[src/rtl/proc_imm_pkg.sv]
// Shared types and constants for the pipelined multi-lane immediate generator.
package proc_imm_pkg;

    localparam int INST_W   = 32;
    localparam int XLEN_MAX = 64;

    // Immediate format selector carried alongside each instruction lane.
    typedef enum logic [2:0] {
        IMM_I   = 3'd0,
        IMM_S   = 3'd1,
        IMM_B   = 3'd2,
        IMM_U   = 3'd3,
        IMM_J   = 3'd4,
        IMM_Z   = 3'd5,
        IMM_IU  = 3'd6,
        IMM_ILL = 3'd7
    } imm_type_t;

    // One decoded lane: immediate plus illegal-type flag.
    typedef struct packed {
        logic [XLEN_MAX-1:0] imm;
        logic                err;
    } imm_lane_t;

endpackage

[src/rtl/proc_imm_decode_lane.sv]
// Purely combinational single-lane immediate decoder.
module proc_imm_decode_lane
    import proc_imm_pkg::*;
#(
    parameter int XLEN = 32
) (
    input  logic [2:0]        imm_type,
    input  logic [INST_W-1:0] inst,
    output logic [XLEN-1:0]   imm,
    output logic              err
);

    logic signed [INST_W-1:0] val_p0;
    logic                     unused_opcode;

    // The opcode field never contributes to an immediate.
    assign unused_opcode = ^inst[6:0];

    // Widen a 32-bit signed immediate to the datapath width.
    function automatic logic [XLEN-1:0] sext_xlen(input logic signed [INST_W-1:0] v);
        sext_xlen = XLEN'(v);
    endfunction

    // Assemble the 32-bit immediate per format, then widen; zero-extended
    // formats keep bit 31 clear so the widening leaves the top bits zero.
    always_comb begin
        val_p0 = '0;
        err    = 1'b0;
        case (imm_type_t'(imm_type))
            IMM_I:   val_p0 = {{20{inst[31]}}, inst[31:20]};
            IMM_S:   val_p0 = {{20{inst[31]}}, inst[31:25], inst[11:7]};
            IMM_B:   val_p0 = {{19{inst[31]}}, inst[31], inst[7], inst[30:25], inst[11:8], 1'b0};
            IMM_U:   val_p0 = {inst[31:12], 12'b0};
            IMM_J:   val_p0 = {{11{inst[31]}}, inst[31], inst[19:12], inst[20], inst[30:21], 1'b0};
            IMM_Z:   val_p0 = {27'b0, inst[19:15]};
            IMM_IU:  val_p0 = {20'b0, inst[31:20]};
            default: err    = 1'b1;
        endcase
        imm = sext_xlen(val_p0);
    end

endmodule

[src/rtl/proc_dpath_imm_gen_pipe.sv]
// Multi-lane immediate generator with val/rdy handshake, 2-entry output
// buffer and illegal-type error accounting.
module proc_dpath_imm_gen_pipe
    import proc_imm_pkg::*;
#(
    parameter int NLANES    = 2,
    parameter int XLEN      = 32,
    parameter int ERR_CNT_W = 8
) (
    input  logic                     clk,
    input  logic                     reset,
    input  logic                     in_val,
    output logic                     in_rdy,
    input  logic [3*NLANES-1:0]      in_imm_type,
    input  logic [INST_W*NLANES-1:0] in_inst,
    output logic                     out_val,
    input  logic                     out_rdy,
    output logic [XLEN*NLANES-1:0]   out_imm,
    output logic [NLANES-1:0]        out_err,
    input  logic                     err_clr,
    output logic                     err_sticky,
    output logic [ERR_CNT_W-1:0]     err_count
);

    localparam int INC_W = $clog2(NLANES + 1);
    localparam int SUM_W = ERR_CNT_W + INC_W;

    // Number of illegal lanes in one transaction.
    function automatic logic [INC_W-1:0] count_err(input logic [NLANES-1:0] e);
        count_err = '0;
        for (int k = 0; k < NLANES; k++) begin
            count_err = count_err + INC_W'(e[k]);
        end
    endfunction

    // Add to the error counter, clamping at its maximum value.
    function automatic logic [ERR_CNT_W-1:0] sat_add(input logic [ERR_CNT_W-1:0] base,
                                                     input logic [INC_W-1:0]     inc);
        logic [SUM_W-1:0] sum;
        sum = SUM_W'(base) + SUM_W'(inc);
        if (sum > SUM_W'({ERR_CNT_W{1'b1}})) begin
            sat_add = '1;
        end else begin
            sat_add = sum[ERR_CNT_W-1:0];
        end
    endfunction

    // ---- stage p0: combinational decode at enqueue ----
    logic [XLEN*NLANES-1:0] dec_imm_p0;
    logic [NLANES-1:0]      dec_err_p0;
    logic [INC_W-1:0]       inc_p0;
    logic                   enq_p0;
    logic                   deq_p1;

    for (genvar k = 0; k < NLANES; k++) begin : g_lane
        proc_imm_decode_lane #(
            .XLEN (XLEN)
        ) u_dec (
            .imm_type (in_imm_type[3*k +: 3]),
            .inst     (in_inst[INST_W*k +: INST_W]),
            .imm      (dec_imm_p0[XLEN*k +: XLEN]),
            .err      (dec_err_p0[k])
        );
    end

    assign inc_p0 = count_err(dec_err_p0);

    // ---- stage p1: 2-entry output buffer ----
    logic [XLEN*NLANES-1:0] mem_imm_p1 [2];
    logic [NLANES-1:0]      mem_err_p1 [2];
    logic                   wr_ptr;
    logic                   rd_ptr;
    logic [1:0]             occ;
    logic                   vld_p1;

    assign in_rdy = (occ != 2'd2);
    assign vld_p1 = (occ != 2'd0);
    assign enq_p0 = in_val && in_rdy;
    assign deq_p1 = vld_p1 && out_rdy;

    // Outputs come only from the buffer head; an empty buffer presents zeros.
    assign out_val = vld_p1;
    assign out_imm = vld_p1 ? mem_imm_p1[rd_ptr] : '0;
    assign out_err = vld_p1 ? mem_err_p1[rd_ptr] : '0;

    // Buffer pointers and occupancy; reset discards any buffered entries.
    always_ff @(posedge clk or negedge reset) begin
        if (!reset) begin
            wr_ptr <= 1'b0;
            rd_ptr <= 1'b0;
            occ    <= 2'd0;
        end else begin
            if (enq_p0) wr_ptr <= ~wr_ptr;
            if (deq_p1) rd_ptr <= ~rd_ptr;
            case ({enq_p0, deq_p1})
                2'b10:   occ <= occ + 2'd1;
                2'b01:   occ <= occ - 2'd1;
                default: occ <= occ;
            endcase
        end
    end

    // Buffer payload; gated at the output, so it needs no reset.
    always_ff @(posedge clk) begin
        if (enq_p0) begin
            mem_imm_p1[wr_ptr] <= dec_imm_p0;
            mem_err_p1[wr_ptr] <= dec_err_p0;
        end
    end

    // Illegal-type accounting on accepted transactions; a clear coinciding
    // with an enqueue restarts the count from that transaction's errors.
    always_ff @(posedge clk or negedge reset) begin
        if (!reset) begin
            err_count  <= '0;
            err_sticky <= 1'b0;
        end else if (err_clr) begin
            err_count  <= enq_p0 ? sat_add('0, inc_p0) : '0;
            err_sticky <= enq_p0 && (inc_p0 != '0);
        end else if (enq_p0 && (inc_p0 != '0)) begin
            err_count  <= sat_add(err_count, inc_p0);
            err_sticky <= 1'b1;
        end
    end

endmodule

[config.mk]
export PLATFORM = sky130hd
export DESIGN_NAME = proc_dpath_imm_gen_pipe
export DESIGN_NICKNAME = d
export VERILOG_FILES = /design/src/rtl/proc_imm_pkg.sv /design/src/rtl/proc_imm_decode_lane.sv /design/src/rtl/proc_dpath_imm_gen_pipe.sv
export SDC_FILE = /design/constraint.sdc
export NUM_CORES = 1
export LEC_CHECK = 0
export CAP_MARGIN = 20
export CORE_ASPECT_RATIO = 1.4
export CORE_UTILIZATION = 46
export CTS_CLUSTER_DIAMETER = 150
export DETAILED_ROUTE_END_ITERATION = 6
export PLACE_DENSITY_LB_ADDON = 0.3
export SYNTH_ARGS = -nofsm -noshare
export SYNTH_HDL_FRONTEND = slang
export SYNTH_HIERARCHICAL = 1
export SYNTH_SLANG_ARGS = --single-unit
[constraint.sdc]
create_clock -name clk -period 3.8 [get_ports clk]
set_clock_uncertainty 0.15 [all_clocks]
set_input_delay 0.76 -clock clk [delete_from_list [all_inputs] [get_ports clk]]
set_output_delay 0.76 -clock clk [all_outputs]
set_load 0.05 [all_outputs]
# == Yosys cells after proc, flatten, opt, wreduce, memory -nomap -nowiden ==
# Memories as Yosys holds them, arrays and structs flattened.
# Index checks and enable logic that the tools add are counted.
# totals
reg_bits,13
ram_bits,132
out_inout_bits,77
memories,2
# op_classes
n_addsub,4
n_lt_le_gt_ge,2
eq_ne,15
mux,16
n_bitwise,2
n_reduce_logical,11
# mem_list
memory,words,width,read_ports,rd_clocked_by_memory_dff,wr,line,rtl
mem_imm_p1,2,64,1,0,1,proc_dpath_imm_gen_pipe.sv:69,logic [XLEN*NLANES-1:0] mem_imm_p1 [2];
mem_err_p1,2,2,1,0,1,proc_dpath_imm_gen_pipe.sv:70,logic [NLANES-1:0] mem_err_p1 [2];
# ops
operator,n
32-bit case mux with 7 select lines,2
64-bit 2-to-1 mux,1
8-bit 2-to-1 mux,5
3-bit == test (second input constant),6
7-bit OR reduction,2
3-bit by 2-bit == test with 1-bit output (second input constant),4
8-bit by 2-bit adder with 9-bit output,1
9-bit by 8-bit greater-than comparator with 1-bit output (second input constant),1
2-bit by 8-bit greater-than comparator with 1-bit output (second input constant),1
2-bit nonzero test,4
3-bit by 1-bit == test with 1-bit output (second input constant),2
3-bit zero test,2
1-bit 2-to-1 mux,6
2-bit case mux with 2 select lines,1
1-bit logical AND,3
1-bit by 1-bit adder with 2-bit output,1
2-bit by 1-bit adder with 2-bit output (second input constant),1
2-bit by 1-bit == test with 1-bit output (second input constant),1
2-bit == test (second input constant),1
2-bit 2-to-1 mux,1
2-bit inequality test (second input constant),1
1-bit inverter,2
2-bit by 1-bit subtractor with 2-bit output (second input constant),1

# == Longest topological paths before layout ==
# Gate-level depths: netlist of run 1.
# depth
word_depth,9
ltp_mapped,12
depth_no_buf,10

# == Hierarchy ==
# The synthesis of run 1 kept the hierarchy.
# by_module_without_submodules
mod,instances,cells_each,area_per_inst_um2,seq_area_each_um2
proc_dpath_imm_gen_pipe,1,360,5735.5,4289.1
proc_imm_decode_lane,2,90,593.1,0.0

# == Worst setup path after synthesis of run 1 ==
# Ideal clock, no wire load.
# synth_path
path_kind,flip-flop to flip-flop
startpoint,register occ[1]
endpoint,memory mem_err_p1[0][0] (enable)
setup_time_ns,0.491
t_arrival_ns,3.907
path_slack_ns,-0.748
stages_incl_launch_ff,5
n_path_buf,0
synth_period_minus_slack_ns,4.548
path_cell_list,dfrtp_1 -> nor2b_4 -> inv_1 -> nand2_1 -> nor2_1
# synth_between
elab_chain_cells,4
# synth_lines
element,line,rtl
"start, declared",proc_dpath_imm_gen_pipe.sv:73,logic [1:0] occ;
"start signal, assigned",proc_dpath_imm_gen_pipe.sv:96,2'b10: occ <= occ + 2'd1;
"start signal, assigned",proc_dpath_imm_gen_pipe.sv:97,2'b01: occ <= occ - 2'd1;
2-bit inequality test,proc_dpath_imm_gen_pipe.sv:76,assign in_rdy = (occ != 2'd2);
via in_rdy,proc_dpath_imm_gen_pipe.sv:13,"output logic in_rdy,"
1-bit logical AND,proc_dpath_imm_gen_pipe.sv:78,assign enq_p0 = in_val && in_rdy;
1-bit 2-to-1 mux,proc_dpath_imm_gen_pipe.sv:105,if (enq_p0) begin
1-bit 2-to-1 mux (not written as such),proc_dpath_imm_gen_pipe.sv:107,mem_err_p1[wr_ptr] <= dec_err_p0;
"end, declared",proc_dpath_imm_gen_pipe.sv:70,
# The timed path passes the listed nets, and every way through them passes these cells.

# == Worst setup path in the final report of run 1 ==
# layout_path
startpoint,register rd_ptr
endpoint,output port out_imm[15]
# layout_between
elab_chain_cells,2
# layout_lines
element,line,rtl
"start, declared",proc_dpath_imm_gen_pipe.sv:72,logic rd_ptr;
"start signal, assigned",proc_dpath_imm_gen_pipe.sv:94,if (deq_p1) rd_ptr <= ~rd_ptr;
memory 2 x 64 bit,--,
64-bit 2-to-1 mux,proc_dpath_imm_gen_pipe.sv:83,assign out_imm = vld_p1 ? mem_imm_p1[rd_ptr] : '0;
"end, declared",proc_dpath_imm_gen_pipe.sv:18,"output logic [XLEN*NLANES-1:0] out_imm,"
# Every way passes these cells.

==> results.tsv, run 1 <==
stage	metric	value	unit
die	die-area	15550	um^2
run	max_cap_viol_count	0	
timing	fin_ws	300.5	ps
cts	ctsHoldBuffers	0	
grt	grt_max_degree	47	
routing	drt_iter0_drc	183	
grt	antenna_found_initial	0	
outcome	status	finished clean	
cts	cts_tree	built	
finish	area_growth	30.75	%
setup_path	worstPathMaxFanout	33	
cts	cts_resized	0	
placement	io_buffers	137	
yosys	avgSynthCellArea	12.82	um^2
yosys	yosysMostFrequentCell	edfxtp_1	
timing	hold_viol	0	
yosys	synth_seq_cells	145	
timing	rsz0062_at_grt	no	
cts	clk_pin_slew_worst_paths	60	ps
placement	dp_slack	-4.924	ps
timing	relSlewSlack	49.28	%
yosys	yosys_warnings	6	
yosys	yosysTopAreaCell	edfxtp_1	
timing	tns	0	ps
cts	clock_latency	410	ps
yosys	ys_top_cells_by_area	edfxtp_1 (57%), mux2i_1 (10%), dfrtp_1 (4.7%)	
grt	grt_pass1_wl	23820	um
finish	multi_input_area	2365	um^2
power	p_leak	0.003521	uW
cts	cts.sinks	145	
die	pin_count	152	
setup_path	critical_path_arrival	2590	ps
die	placementRows	52	
timing	period_needed	3499	ps
cts	cts_root_buffer	clkbuf_16	
finish	design_area	9050	um^2
yosys	synth_nets	621	
routing	drt-wirelength-per-cell	17.40	um
yosys	synthFlopType	edfxtp_1	
yosys	synthTopCellsByCount	edfxtp_1 (132), nor2_1 (78), mux2i_1 (71), a21oi_1 (37), and2_1 (24)	
die	start_util	47.49	%
finish	final_core_util	62.10	%
finish	antenna-diode-count	0	
timing	setup_viol	0	
timing	worst_pin_slew	752.9	ps
placement	dp.cells	845	
die	die_w	105.7	um
die	die_y	147.1	um
yosys	syn_area	6922	um^2
routing	viasPerCell	5.484	
routing	vias	4804	
placement	placed_area	8482	um^2
setup_path	path_class	flop to primary output	
cts	clockBufferDepth	2	
power	ir_drop	0.6544	mV
finish	drive_gt1_share	10.04	%
power	powerDensity	858.9	nW/um^2
placement	dp_hpwl	10640	um
yosys	ys_types	48	
routing	first_pass_iters	5	
yosys	yosys.area.top_type_share	57.27	%
finish	nNetsFinal	756	
finish	layout.filler_cells	1151	
grt	track_usage	19.93	%
setup_path	required	2890	ps
cts	cts_made_buffers	17	
setup_path	startpoint_type	flop	
timing	fin_crit_sh	92.09	%
finish	instances_no_fill	876	
routing	drc_errors	0	
cts	cts_max_level	4	
die	core	14570	um^2
routing	routed_wl	15250	um
yosys	synth_cells	540	
yosys	synth_edf_count	132	
cts	postCtsSetupRepairBufs	0	
yosys	async_reset_ff_share	8.966	%
yosys	seq_area_frac_synth	61.97	%
grt	grt_pass1_vias	4768	
grt	grt_overflow	0	
setup_path	endpoint_kind	primary output	
timing	fmax	0.2858	GHz
finish	ff_latch_area	4293	um^2
hold_path	hp-class	flop to flop	
placement	routabilityCongestion	0.8509	
timing	drv_slew	0	
routing	ant_nets	0	
-- metrics by stage --
stage	hold WS, ps	power (uW)
after global routing	398.4	8087
final	385.2	7773
after CTS	387.2	7850
after global placement	377.3	6186
after floorplan	314.4	4980
after detailed placement	377.7	6242
-- cells by family after synthesis --
| logic type | share of synthesized area, % |
|---|---|
| mux | 10.27 |
| xor+xnor | 0.8858 |
| compound gates | 11.62 |
| buf+inv | 4.104 |
| simple gates | 9.960 |
| fa+ha+maj | 1.193 |
| flops | 61.97 |
-- power breakdown --
| part | switching, uW | internal, uW | leakage (uW) |
|---|---|---|---|
| clock network | 628 | 963 | 0.000268 |
| logic | 2520 | 1270 | 0.00184 |
| registers | 200 | 2190 | 0.00142 |
-- cells in the final DEF, fill, tap and decap left out, types with 3 or more instances in the layout --
cell type and instances:
a311oi_1 3, clkinvlp_4 3, ha_1 5, a21o_1 22, a22o_1 8, buf_4 13, nor2b_1 4, a21oi_1 37
dfrtp_1 12, nand2_1 6, edfxtp_1 132, nor2_1 76, clkbuf_16 17, inv_1 19, clkdlybuf4s50_1 137, and3_2 3
o21ai_0 6, xnor2_1 5, o21a_1 3, and2_1 24, mux2i_1 71, clkinv_4 3, o22ai_1 20, a221o_2 6
-- layer usage --
metal	part of all wire, %	GRT usage (%)	vias to the layer above
li1	-	-	2273
met1	39	21.98	2331
met2	54	36.63	174
met3	5.1	4.481	26
met4	1.9	8.056	0
met5	0	0	-
-- cell type report --
type / count / share of cell area, %
Inverter: 21 / 0.8710
Clock buffer: 18 / 4.742
Timing Repair Buffer: 152 / 16.67
Sequential cell: 145 / 47.44
Clock inverter: 13 / 1.535
Tap cell: 189 / 2.613
Multi-Input combinational cell: 338 / 26.13
-- flip-flops by register name (all words and copies together), names as in the netlist --
name        count
err_count       8
err_sticky      1
mem_err_p1      4
mem_imm_p1    128
occ             2
rd_ptr          1
wr_ptr          1
-- path summary, 6_finish.rpt --
| kind | startpoint | end | slack (ps) | depth (start not counted) |
|---|---|---|---|---|
| max reg2reg | err_count[0] | err_count[2] | 1430 | 6 |
| min in group asynchronous | reset | err_count[6] | 600 | 1 |
| max in group asynchronous | reset | rd_ptr | 2420 | 1 |
| min | err_sticky | err_sticky | 390 | 2 |
| max | rd_ptr | out_imm[15] | 300 | 4 |
| min reg2reg | err_sticky | err_sticky | 390 | 2 |
-- worst max-delay path, stage by stage (launching register included) --
cell             delay, ps
dfrtp_4                800
buf_4                  320
mux2i_1                 90
nor2_1                 110
clkdlybuf4s50_1        820
Power figures use the tool's default switching activity.
==> run 2: changes to the inputs <==
- HOLD_SLACK_MARGIN: unset -> 0.03
==> results of run 2 <==
Same layout as run 1: the final DEF is identical, and so are final timing and power.
==> run 3: changes to the inputs <==
- ABC_AREA: unset -> 1
==> results.tsv, run 3 <==
stage	metric	value	unit	change
outcome	status	finished clean		
die	pin_count	152		unchanged
die	start_util	47.61	%	+0.12 points
yosys	yosysMostFrequentCell	nand2_1		
setup_path	r2r_start	occ[0]		
cts	cts_tree	built		
setup_path	slowest_delay	610	ps	-210 ps
grt	grt_overflow	0		unchanged
finish	nNetsFinal	898		+19%
grt	grt_pass1_vias	5208		+9.2%
timing	worst_pin_slew	745.9	ps	-6.982 ps
routing	routed_wl	16010	um	+5.0%
routing	viasPerCell	5.104		-6.9%
timing	period_needed	3278	ps	-221.9 ps
timing	setup_viol	0		unchanged
cts	clockBufferDepth	2		unchanged
yosys	ys_top_cells_by_area	edfxtp_1 (59%), nand2_1 (15%), a21oi_1 (5.0%)		
timing	rsz0062_at_grt	no		
yosys	synth_nets	759		+22%
hold_path	min_from	err_sticky		
yosys	seq_area_frac_synth	63.88	%	+1.9 points
grt	top_usage_layer	met2		
placement	routabilityCongestion	0.9148		+7.5%
die	core	14100	um^2	-3.2%
routing	vias	5181		+7.8%
setup_path	path_class	input port to flop		
finish	mostFrequentLayoutCell	nand2_1		
hold_path	min_delay_path_depth	2		unchanged
placement	dp_hpwl	10750	um	+0.96%
cts	cts_resized	0		unchanged
yosys	async_reset_ff_share	8.966	%	unchanged
power	powerDensity	880.7	nW/um^2	+2.5%
setup_path	endpoint_kind	flop		
setup_path	startpoint_type	input port		
yosys	synth_cells	678		+26%
finish	antenna-diode-count	0		unchanged
grt	grt_use_met2	40.03	%	+3.4 points
finish	layout_common_cells	nand2_1 (263), edfxtp_1 (132), buf_4 (79)		
finish	design_area	8651	um^2	-4.4%
finish	largest-register	mem_imm_p1		
routing	first_pass_iters	5		unchanged
yosys	synthFlopType	edfxtp_1		
setup_path	timing.rr.end	occ[1]		
routing	drc_errors	0		unchanged
setup_path	worstPathMaxFanout	6		-82%
cts	cts_made_buffers	17		unchanged
timing	fmax	0.3051	GHz	+6.8%
yosys	yosysTopAreaCell	edfxtp_1		
cts	clk_pin_slew_worst_paths	60	ps	about the same
timing	holdWs	339.6	ps	-45.66 ps
finish	instances_no_fill	1015		+16%
cts	ctsHoldBuffers	0		unchanged
die	placementRows	51		-1.9%
power	p_leak	0.003610	uW	+2.5%
yosys	synth_edf_count	132		unchanged
yosys	synthTopCellsByCount	nand2_1 (263), edfxtp_1 (132), a21oi_1 (67), inv_1 (40), nand3_1 (40)		
routing	drt_iter0_drc	279		+52%
yosys	synth_seq_cells	145		unchanged
routing	ant_nets	0		unchanged
timing	hold_viol	0		unchanged
grt	grt_max_degree	68		+45%
setup_path	path_common_cell	nand2_1		
timing	drv_slew	0		unchanged
setup_path	reg2reg_slack	1210	ps	-220 ps
routing	drt-wirelength-per-cell	15.78	um	-9.4%
placement	placed_area	8080	um^2	-4.7%
finish	drive_gt1_share	16.14	%	+6.1 points
hold_path	holdPathEnd	err_sticky		
grt	antenna_found_initial	0		unchanged
grt	met1_usage	25.21	%	+3.2 points
placement	dp.cells	983		+16%
setup_path	required	4000	ps	+1110 ps
hold_path	hp-class	flop to flop		
setup_path	critical_path_arrival	3480	ps	+890 ps
die	die-area	15090	um^2	-3.0%
die	die_y	144.9	um	-1.5%
yosys	syn_area	6714	um^2	-3.0%
timing	fin_crit_sh	86.25	%	-5.8 points
grt	track_usage	22.13	%	+2.2 points
cts	clock_latency	410	ps	about the same
yosys	ys_types	25		-48%
placement	io_buffers	137		unchanged
grt	grt_use_met3	5.750	%	+1.3 points
finish	reg.largest.list	mem_imm_p1 x128, err_count x8, mem_err_p1 x4		
yosys	yosys.area.top_type_share	59.04	%	+1.8 points
setup_path	slowest_stage	clkdlybuf4s50_1		
cts	cts_root_buffer	clkbuf_16		
setup_path	reg2regPathDepth	7		+1
cts	cts.sinks	145		unchanged
timing	tns	0	ps	unchanged
cts	cts_max_level	4		unchanged
setup_path	crit_chain	clkdlybuf4s50_1, nand2_1, nor2_1, inv_1, ha_1, ha_1, inv_1, fa_1, nor2_2, nand3_1, o21ai_0, nand2_1, nand2_1		
yosys	yosys_warnings	6		unchanged
finish	layout.filler_cells	1136		-1.3%
cts	postCtsSetupRepairBufs	0		unchanged
finish	largest_reg_flops	128		unchanged
power	ir_drop	0.5009	mV	-23%
finish	area_growth	28.85	%	
timing	relSlewSlack	50.27	%	+1.0 points
die	die_w	104.1	um	-1.5%
run	max_cap_viol_count	0		unchanged
yosys	avgSynthCellArea	9.903	um^2	-23%
power	power	7619	uW	-2.0%
grt	grt_pass1_wl	25950	um	+9.0%
run 3: worst max-delay path: cells and delay by family:
family,cells,cell delay [ps]
AO/OA/AOI/OAI,1,150
adder cells (fa/ha/maj),3,910
buffers and inverters,3,750
AND/OR/NAND/NOR,6,920
run 3: layout make-up:
cell class	count	area, um^2	area share, %
tap	185	231.5	2.676
multi-input combinational	456	2078	24.02
inverter	47	176.4	2.039
sequential	145	4290	49.59
clock buffer	19	432.9	5.004
timing repair buffer	150	1304	15.07
clock inverter	13	137.6	1.591
run 3: per-layer routing:
layer  share of wire (%)  wire length, um
met3                 6.0              967
met5                   0                0
met1                  38             6129
met2                  54             8625
met4                 1.8              289
run 3: through the flow:
stage | worst slack (ps) | util (%)
after floorplan | 573.6 | -
after global placement | 251.5 | 57.30
after detailed placement | 148.6 | 57.30
after CTS | 568.5 | 61.34
after global routing | 311.0 | 61.34
final | 522.4 | 61.34
run 3: logic make-up after synthesis:
group,share of synthesized area [%]
flops,63.88
fa+ha+maj,1.230
compound gates,7.119
buf+inv,5.460
xor+xnor,0.3914
simple gates,21.92
run 3: how the worst max path moves through the flow:
stage                               from          endpoint  slack, ps
after floorplan                   occ[0]  mem_err_p1[1][0]        570
after CTS                 in_imm_type[5]      err_count[1]        570
after global placement    in_imm_type[5]      err_count[2]        250
after global routing      in_imm_type[5]      err_count[3]        310
after detailed placement  in_imm_type[5]      err_count[1]        150
final                     in_imm_type[5]      err_count[2]        520
run 3: where the power goes:
group / internal, uW / switching (uW)
Clock: 966 / 649
Sequential: 2180 / 104
Combinational: 951 / 2760
